## src/rtl/fir_mac_seq.sv

```systemverilog
// fir_mac_seq: issues NTAPS coefficient x sample multiplies and the dependent accumulate adds
// on a tagless fixed-latency FP ALU. Optional zero-sample skipping: FIR_SEQ_ZEROSKIP_EN.
//
// state | meaning
// IDLE  | waiting for start
// MUL   | one multiply per cycle, tap = idx_q
// MWAIT | draining product tags
// ADD   | one add: accumulator + next pending product
// AWAIT | waiting for that add's result
// DONE  | y_valid high until y_ready
module fir_mac_seq #(
    parameter int NTAPS   = 8,
    parameter int ALU_LAT = 4,
    localparam int AW = (NTAPS > 1) ? $clog2(NTAPS) : 1
) (
    input  logic          clk_i,
    input  logic          rst_i,
    input  logic          start_i,
    output logic          busy_o,
    output logic [AW-1:0] coef_addr_o,
    output logic [AW-1:0] smp_addr_o,
    input  logic [15:0]   coef_data_i,
    input  logic [16:0]   smp_data_i,
    output logic          alu_a_sgn_o,
    output logic          alu_b_sgn_o,
    output logic [5:0]    alu_a_exp_o,
    output logic [5:0]    alu_b_exp_o,
    output logic [21:0]   alu_a_man_dn_o,
    output logic [21:0]   alu_b_man_dn_o,
    output logic          alu_add_muln_o,
    input  logic          alu_y_sgn_i,
    input  logic [5:0]    alu_y_exp_i,
    input  logic [21:0]   alu_y_man_dn_i,
    output logic          y_valid_o,
    input  logic          y_ready_i,
    output logic          y_sgn_o,
    output logic [5:0]    y_exp_o,
    output logic [21:0]   y_man_dn_o
);

    localparam logic [2:0] S_IDLE  = 3'd0;
    localparam logic [2:0] S_MUL   = 3'd1;
    localparam logic [2:0] S_MWAIT = 3'd2;
    localparam logic [2:0] S_ADD   = 3'd3;
    localparam logic [2:0] S_AWAIT = 3'd4;
    localparam logic [2:0] S_DONE  = 3'd5;

    logic [2:0]         state_q, state_d;
    logic [AW-1:0]      idx_q, idx_d;
    logic [NTAPS-1:0]   pend_q, pend_d;
    logic [28:0]        acc_q, acc_d;
    logic               acc_vld_q, acc_vld_d;
    logic [28:0]        prod_q [NTAPS];
    logic [ALU_LAT-1:0] tv_q, tk_q, ts_q;
    logic [AW-1:0]      ti_q [ALU_LAT];

    logic               mul_iss, add_iss, inflight, ret_mul, ret_add;
    logic [AW-1:0]      sel;
    logic [28:0]        prod_word;

    // The ALU never produces a product sign; it travels in the tag instead.
    assign prod_word = {ts_q[ALU_LAT-1], alu_y_exp_i, alu_y_man_dn_i};
    assign ret_mul   = tv_q[ALU_LAT-1] & ~tk_q[ALU_LAT-1];
    assign ret_add   = tv_q[ALU_LAT-1] & tk_q[ALU_LAT-1];

`ifdef FIR_SEQ_ZEROSKIP_EN
    assign mul_iss = (state_q == S_MUL) && (smp_data_i[10:0] != 11'd0);
`else
    assign mul_iss = (state_q == S_MUL);
`endif
    assign add_iss = (state_q == S_ADD);

    always_comb begin
        inflight = 1'b0;
        for (int i = 0; i < ALU_LAT - 1; i++) inflight = inflight | tv_q[i];
        sel = '0;
        for (int i = NTAPS - 1; i >= 0; i--) if (pend_q[i]) sel = AW'(i);
    end

    // First retiring product seeds the accumulator; later ones are queued in pend for adds.
    always_comb begin
        state_d   = state_q;
        idx_d     = idx_q;
        pend_d    = pend_q;
        acc_d     = acc_q;
        acc_vld_d = acc_vld_q;
        if (ret_mul) begin
            if (acc_vld_q) begin
                pend_d[ti_q[ALU_LAT-1]] = 1'b1;
            end else begin
                acc_d     = prod_word;
                acc_vld_d = 1'b1;
            end
        end
        if (ret_add) acc_d = {alu_y_sgn_i, alu_y_exp_i, alu_y_man_dn_i};
        if (add_iss) pend_d[sel] = 1'b0;
        case (state_q)
            S_IDLE: if (start_i) begin
                state_d   = S_MUL;
                idx_d     = '0;
                pend_d    = '0;
                acc_d     = '0;
                acc_vld_d = 1'b0;
            end
            S_MUL: begin
                if (idx_q == AW'(NTAPS - 1)) begin
                    state_d = S_MWAIT;
                    idx_d   = '0;
                end else begin
                    idx_d = idx_q + AW'(1);
                end
            end
            S_MWAIT, S_AWAIT: if (!inflight) state_d = (pend_d != '0) ? S_ADD : S_DONE;
            S_ADD:   state_d = S_AWAIT;
            S_DONE:  if (y_ready_i) state_d = S_IDLE;
            default: state_d = S_IDLE;
        endcase
    end

    always_comb begin
        alu_a_sgn_o    = 1'b0;
        alu_b_sgn_o    = 1'b0;
        alu_a_exp_o    = '0;
        alu_b_exp_o    = '0;
        alu_a_man_dn_o = '0;
        alu_b_man_dn_o = '0;
        alu_add_muln_o = 1'b0;
        if (mul_iss) begin
            alu_a_sgn_o    = coef_data_i[15];
            alu_a_exp_o    = {1'b0, coef_data_i[14:10]};
            alu_a_man_dn_o = {12'd0, coef_data_i[9:0]};
            alu_b_sgn_o    = smp_data_i[16];
            alu_b_exp_o    = {1'b0, smp_data_i[15:11]};
            alu_b_man_dn_o = {11'd0, smp_data_i[10:0]};
        end else if (add_iss) begin
            {alu_a_sgn_o, alu_a_exp_o, alu_a_man_dn_o} = acc_q;
            {alu_b_sgn_o, alu_b_exp_o, alu_b_man_dn_o} = prod_q[sel];
            alu_add_muln_o = 1'b1;
        end
    end

    always_ff @(posedge clk_i) begin
        if (rst_i) begin
            state_q   <= S_IDLE;
            idx_q     <= '0;
            pend_q    <= '0;
            acc_q     <= '0;
            acc_vld_q <= 1'b0;
            tv_q      <= '0;
            tk_q      <= '0;
            ts_q      <= '0;
            for (int i = 0; i < ALU_LAT; i++) ti_q[i] <= '0;
            for (int i = 0; i < NTAPS; i++) prod_q[i] <= '0;
        end else begin
            state_q   <= state_d;
            idx_q     <= idx_d;
            pend_q    <= pend_d;
            acc_q     <= acc_d;
            acc_vld_q <= acc_vld_d;
            for (int i = ALU_LAT - 1; i > 0; i--) begin
                tv_q[i] <= tv_q[i-1];
                tk_q[i] <= tk_q[i-1];
                ts_q[i] <= ts_q[i-1];
                ti_q[i] <= ti_q[i-1];
            end
            tv_q[0] <= mul_iss | add_iss;
            tk_q[0] <= add_iss;
            ts_q[0] <= coef_data_i[15] ^ smp_data_i[16];
            ti_q[0] <= add_iss ? sel : idx_q;
            if (ret_mul) prod_q[ti_q[ALU_LAT-1]] <= prod_word;
        end
    end

    assign busy_o      = (state_q != S_IDLE);
    assign y_valid_o   = (state_q == S_DONE);
    assign coef_addr_o = idx_q;
    assign smp_addr_o  = idx_q;
    assign y_sgn_o     = acc_q[28];
    assign y_exp_o     = acc_q[27:22];
    assign y_man_dn_o  = acc_q[21:0];

endmodule

```

## config.mk

```make
export PLATFORM = sky130hd
export DESIGN_NAME = fir_mac_seq
export DESIGN_NICKNAME = d
export VERILOG_FILES = /design/src/rtl/fir_mac_seq.sv
export SDC_FILE = /design/constraint.sdc
export NUM_CORES = 1
export LEC_CHECK = 0
export ABC_CLOCK_PERIOD_IN_PS = 3100
export BUFFER_PORTS_ARGS = -buffer_cell sky130_fd_sc_hd__buf_2
export CELL_PAD_IN_SITES_DETAIL_PLACEMENT = 1
export CELL_PAD_IN_SITES_GLOBAL_PLACEMENT = 1
export CORE_MARGIN = 3
export CORE_UTILIZATION = 30
export CTS_CLUSTER_SIZE = 30
export DETAILED_ROUTE_END_ITERATION = 16
export PLACE_DENSITY = 0.52
export RECOVER_POWER = 100
export SLEW_MARGIN = 40
export SYNTH_ARGS = -nofsm -noshare
export SYNTH_HDL_FRONTEND = slang
export SYNTH_SLANG_ARGS = --single-unit
```

## constraint.sdc

```tcl
create_clock -name clk_i -period 3.1 [get_ports clk_i]
set_clock_uncertainty 0.05 [all_clocks]
set_input_delay 0.465 -clock clk_i [delete_from_list [all_inputs] [get_ports clk_i]]
set_output_delay 0.465 -clock clk_i [all_outputs]
set_load 0.05 [all_outputs]
```

; Word-level counts from Yosys, hierarchy flattened
; Memories as Yosys holds them, arrays and structs flattened.
; Index checks and enable logic that the tools add are counted.
[classes]
mux = 62
reduce_logical = 10
eq_ne = 10
add_sub_neg = 1
bitwise_logic = 14
magnitude_cmp = 4
[ops]
columns = operator, n
row1 = $mux 29, 6
row2 = $mux 22, 4
row3 = $mux 3, 21
row4 = $mux 8, 5
row5 = $reduce_or 29->1, 1
row6 = $mux 6, 4
row7 = $mux 1, 18
row8 = $pmux 3 s5, 1
row9 = $eq 3x3->1 const B, 3
row10 = $and 8x8->8, 1
row11 = $lt 3x4->1 const B, 2
row12 = $not 8->8, 1
row13 = $or 8x8->8, 1
row14 = $reduce_bool 8->1, 1
row15 = $or 1x1->1, 7
row16 = $demux 1 s3, 2
row17 = $eq 3x2->1 const B, 2
row18 = $ge 3x1->1 const B, 2
row19 = $pmux 3 s2, 1
row20 = $ne 2x1->1 const B, 2
row21 = $ne 2x2->1 const B, 2
row22 = $reduce_and 4->1, 1
row23 = $add 3x1->3 const B, 1
row24 = $eq 3x1->1 const B, 1
row25 = other kinds (9), 11
[word_totals]
mem_count = 2
inputBits = 66
elab_cells = 111
out_inout_bits = 96
ramBits = 244
reg_bits = 56
[mem_list]
columns = name, words, width, rd, rd_clocked_by_memory_dff, wr, line_no
row1 = prod_q, 8, 29, 1, 0, 8, 53  ; logic [28:0] prod_q [NTAPS];
row2 = ti_q, 4, 3, 4, 0, 4, 55  ; logic [AW-1:0] ti_q [ALU_LAT];

; Depth between registers and ports, before layout
[logic_depth]
ltp_word = 19
ltp_mapped = 8
mapped_depth_nobuf = 6

; Worst setup path before layout
; No wires, ideal clock.
[synth_timing]
path_type = reg2out
start = reg state_q[0]
end = out alu_b_man_dn_o[13]
t_arrival_ns = 2.625
path_buffers = 3
t_required_ns = 2.585
path_stages_with_launch = 9
path_slack_ns = -0.040
cell_sequence = dfxtp_1 > buf_2 > nand3b_1 > clkinv_1 > and3_1 > clkbuf_1 > clkbuf_1 > o221ai_1 > o21ai_0
[synth_via]
elab_chain_cells = 3
elab_cells_between_ends = 4
cone_classes = eq/ne: 2 / mux: 2
[synth_lines]
columns = item, line_no
row1 = from (decl), 48  ; logic [2:0] state_q, state_d;
row2 = from (signal assigned), 155  ; state_q <= state_d;
row3 = $eq 3x2->1, 71  ; assign add_iss = (state_q == S_ADD);
row4 = $mux 22, 135  ; end else if (add_iss) begin
row5 = $mux 22 *, 128  ; if (mul_iss) begin
row6 = to (decl), 29  ; output logic [21:0] alu_b_man_dn_o,
; Every way passes the cells marked *; elsewhere a longest branch is shown, timed or not.

; Worst setup path after layout
[layout_timing]
start = reg pend_q[6]
end = out alu_b_exp_o[3]
[layout_via]
elab_chain_cells = 10
[layout_lines]
columns = item, line_no
row1 = from (decl), 50  ; logic [NTAPS-1:0] pend_q, pend_d;
row2 = from (signal assigned), 157  ; pend_q <= pend_d;
row3 = $mux 3 (7 in a row), 77  ; for (int i = NTAPS - 1; i >= 0; i--) if (pend_q[i]) sel = AW'(i);
row4 = $mem_v2 8x29, -
row5 = $mux 6, 135
row6 = $mux 6, 128
row7 = to (decl), 27  ; output logic [5:0] alu_b_exp_o,
; No other way between the ends.

==> impl_metrics.json <==
{
  "place_congestion": 0.775,
  "setup_viol": 17,
  "grt_max_degree": 34,
  "synth_top_area_share_pct": 53.2,
  "initial_core_util_pct": 30.8,
  "power_switching_w": 0.00214,
  "rsz0062_at_grt": "yes",
  "grt_pass1_vias": 9971,
  "clock_power_share_pct": 45.6,
  "critPathCaptureType": "primary output",
  "p_leak_nw": 6.29,
  "synth-edff-count": 232,
  "clk_pin_slew_ns": 0.06,
  "antenna_found_initial": 3,
  "r2r_setup_slack_ns": 0.11,
  "reg2regPathDepth": 5,
  "vdd_ir_drop_max_v": 0.000354,
  "grt_pass1_wl_um": 65400,
  "root_buffer": "clkbuf_16",
  "die_h_um": 215,
  "initialDrtViolationCount": 450,
  "timing.rr.start": "tv_q[3]",
  "min_to": "ts_q[0]",
  "synth_ff_type": "edfxtp_1",
  "fp.dieW_um": 215,
  "hold_depth": 3,
  "overflow": 0,
  "postCtsHoldBufs": 0,
  "ys_top_cells_by_area": "edfxtp_1 53%, and2_1 12%, dfxtp_1 10%",
  "dp.cells": 1811,
  "synth_area_leader_cell": "edfxtp_1",
  "combPwrFrac_pct": 5.1,
  "row_count": 75,
  "yosysMostFrequentCell": "and2_1",
  "htree_num_levels": 2,
  "power.density_nw_per_um2": 535,
  "io_buffers": 161,
  "hold_class": "in2reg",
  "cts_buffers": 37,
  "finalWirelength_um": 45200,
  "track_usage_pct": 18.7,
  "fin_crit_ns": 3.19,
  "synth_common_cells": "247 x and2_1, 232 x edfxtp_1, 90 x nor2_1",
  "crit_type": "reg2out",
  "fmax_ghz": 0.314,
  "drv_slew": 0,
  "nets": 1375,
  "drt-vias-per-instance": 5.00,
  "cts_buffer_depth": 3,
  "syn_area_um2": 13100,
  "fin_crit_sh_pct": 103,
  "maxCapViolCount": 0,
  "violations": "setup timing",
  "fp.coreArea_um2": 42500,
  "dr.pass1.iters": 5,
  "swShare_pct": 23.6,
  "synth_seq_cells": 300,
  "antenna_left": 0,
  "cp.required_ns": 2.58,
  "ioPinCount": 162,
  "fin_cells": 1914,
  "r2r-end": "prod_q[4][20]",
  "syn_nets": 1185,
  "dp_hpwl_um": 25200,
  "hold_start": "coef_data_i[15]",
  "syn_avg_cell_area_um2": 11.7,
  "yosysSeqAreaShare_pct": 63.5,
  "outcome": "finished, violations left",
  "insertion_delay_ns": 0.54,
  "power_frac_seq_pct": 49.3,
  "finalHoldViolations": 0,
  "vias": 9579,
  "cp.arrival_ns": 2.67,
  "synth_cells": 1117,
  "dieArea_um2": 46200,
  "ys_types": 54,
  "pre_cts_slack_ns": 0.0669,
  "startpoint_type": "flip-flop",
  "slew-limit-headroom_pct": 6.29,
  "drc": 0,
  "drive_gt1_share_pct": 26.3,
  "fin_tns_setup_ns": -0.930,
  "worst_slew_pin_slew_ns": 1.41,
  "worst_slack_ns": -0.0897,
  "fill_cells": 4561,
  "ys_async_sr_fraction_pct": 0,
  "cts_tree": "built",
  "syn2layout_area_growth_pct": 29.3,
  "crit_fanout": 26,
  "numClockSinks": 300,
  "internal-power_w": 0.00693,
  "wl_per_cell_um": 23.6,
  "ys.warnings.count": 0
}
## through the flow
step	util, %	cell area, µm²	total power (W)	hold WS (ns)
2_1_floorplan	-	13100	0.00479	0.364
3_3_place_gp	34.7	14800	0.00501	0.366
3_5_place_dp	34.8	14800	0.00502	0.377
4_1_cts	38.8	16500	0.00920	0.114
5_1_grt	39.9	16900	0.00940	0.158
6_report	39.9	17000	0.00907	0.145
## kinds of logic after synthesis
group	count (synthesis)	share of synthesized area, %
flops	300	63.5
buf+inv	89	2.88
fa+ha+maj	3	0.267
mux	2	0.162
simple gates	512	21.6
compound gates	210	11.5
xor+xnor	1	0.0668
## worst max-delay path: stages (launching register included)
cell,delay [ns]
dfxtp_4,0.34
or4_4,0.54
o31a_4,0.36
buf_12,0.19
o22ai_2,0.15
nor3_1,0.08
a211o_1,0.29
buf_6,0.16
## state kept, by name, indices dropped and copies added (netlist names)
register	cells
coef_addr_o	3
acc_q	29
ti_q	12
acc_vld_q	1
tk_q	4
pend_q	8
ts_q	4
tv_q	4
state_q	3
prod_q	232
## worst max path at each step
stage | from | to | cells after the start
3_3_place_gp | pend_q[5] | alu_b_exp_o[2] | 6
2_1_floorplan | pend_q[0] | alu_b_man_dn_o[11] | 6
3_5_place_dp | pend_q[5] | alu_b_exp_o[2] | 6
4_1_cts | pend_q[6] | alu_b_exp_o[0] | 7
5_1_grt | pend_q[5] | alu_b_exp_o[3] | 9
6_report | pend_q[6] | alu_b_exp_o[3] | 7
## metal layers
metal / up-vias / part of all wire (%) / track usage [%]
met1: 4859 / 45 / 24.5
met5: - / 0.029 / 0
met4: 2 / 1.8 / 4.85
met2: 220 / 49 / 32.4
li1: 4443 / - / -
met3: 55 / 4.5 / 3.15
## power by group through the flow
| stage | sequential (W) | clock (W) | combinational (W) |
|---|---|---|---|
| finish | 0.00447 | 0.00413 | 0.000463 |
| floorplan | 0.00455 | 0 | 0.000237 |
| global route | 0.00448 | 0.00442 | 0.000497 |
| global placement | 0.00455 | 0 | 0.000459 |
| CTS | 0.00447 | 0.00425 | 0.000479 |
| detailed placement | 0.00455 | 0 | 0.000463 |
## final cells by class
| class | count | area (µm²) | area share, % |
|---|---|---|---|
| Tap cell | 577 | 722 | 4.26 |
| Timing Repair Buffer | 233 | 1760 | 10.4 |
| Clock inverter | 21 | 153 | 0.901 |
| Antenna cell | 1 | 2.50 | 0.0148 |
| Clock buffer | 47 | 993 | 5.86 |
| Inverter | 5 | 18.8 | 0.111 |
| Multi-Input combinational cell | 730 | 4940 | 29.2 |
| Sequential cell | 300 | 8360 | 49.3 |
## what timing repair did
item	in CTS	in global routing
pin swaps	8	16
setup endpoints to repair	29	29
setup buffers	13	12
gates resized for setup	113	77
gates cloned	4	5
## placed cells by master (no fill, tap or decap), drive strengths merged, types with 2 or more instances in the layout
| cell | n |
|---|---|
| and2 | 247 |
| edfxtp | 232 |
| buf | 147 |
| clkbuf | 133 |
| nor2 | 90 |
| o22ai | 76 |
| dfxtp | 68 |
| nand2 | 63 |
| a21oi | 42 |
| nor3 | 30 |
| nor2b | 22 |
| o21ai | 19 |
| nor4 | 18 |
| a22o | 17 |
| a211o | 17 |
| clkinv | 15 |
| or4 | 13 |
| o221ai | 13 |
| or2 | 9 |
| inv | 9 |
| a22oi | 5 |
| nand2b | 5 |
| a21o | 5 |
| nand3b | 4 |
| nand3 | 4 |
| a2111oi | 3 |
| a31oi | 3 |
| or3 | 2 |
| nor3b | 2 |
| a31o | 2 |
| ha | 2 |
No activity file was read; power rests on OpenSTA's default activity.
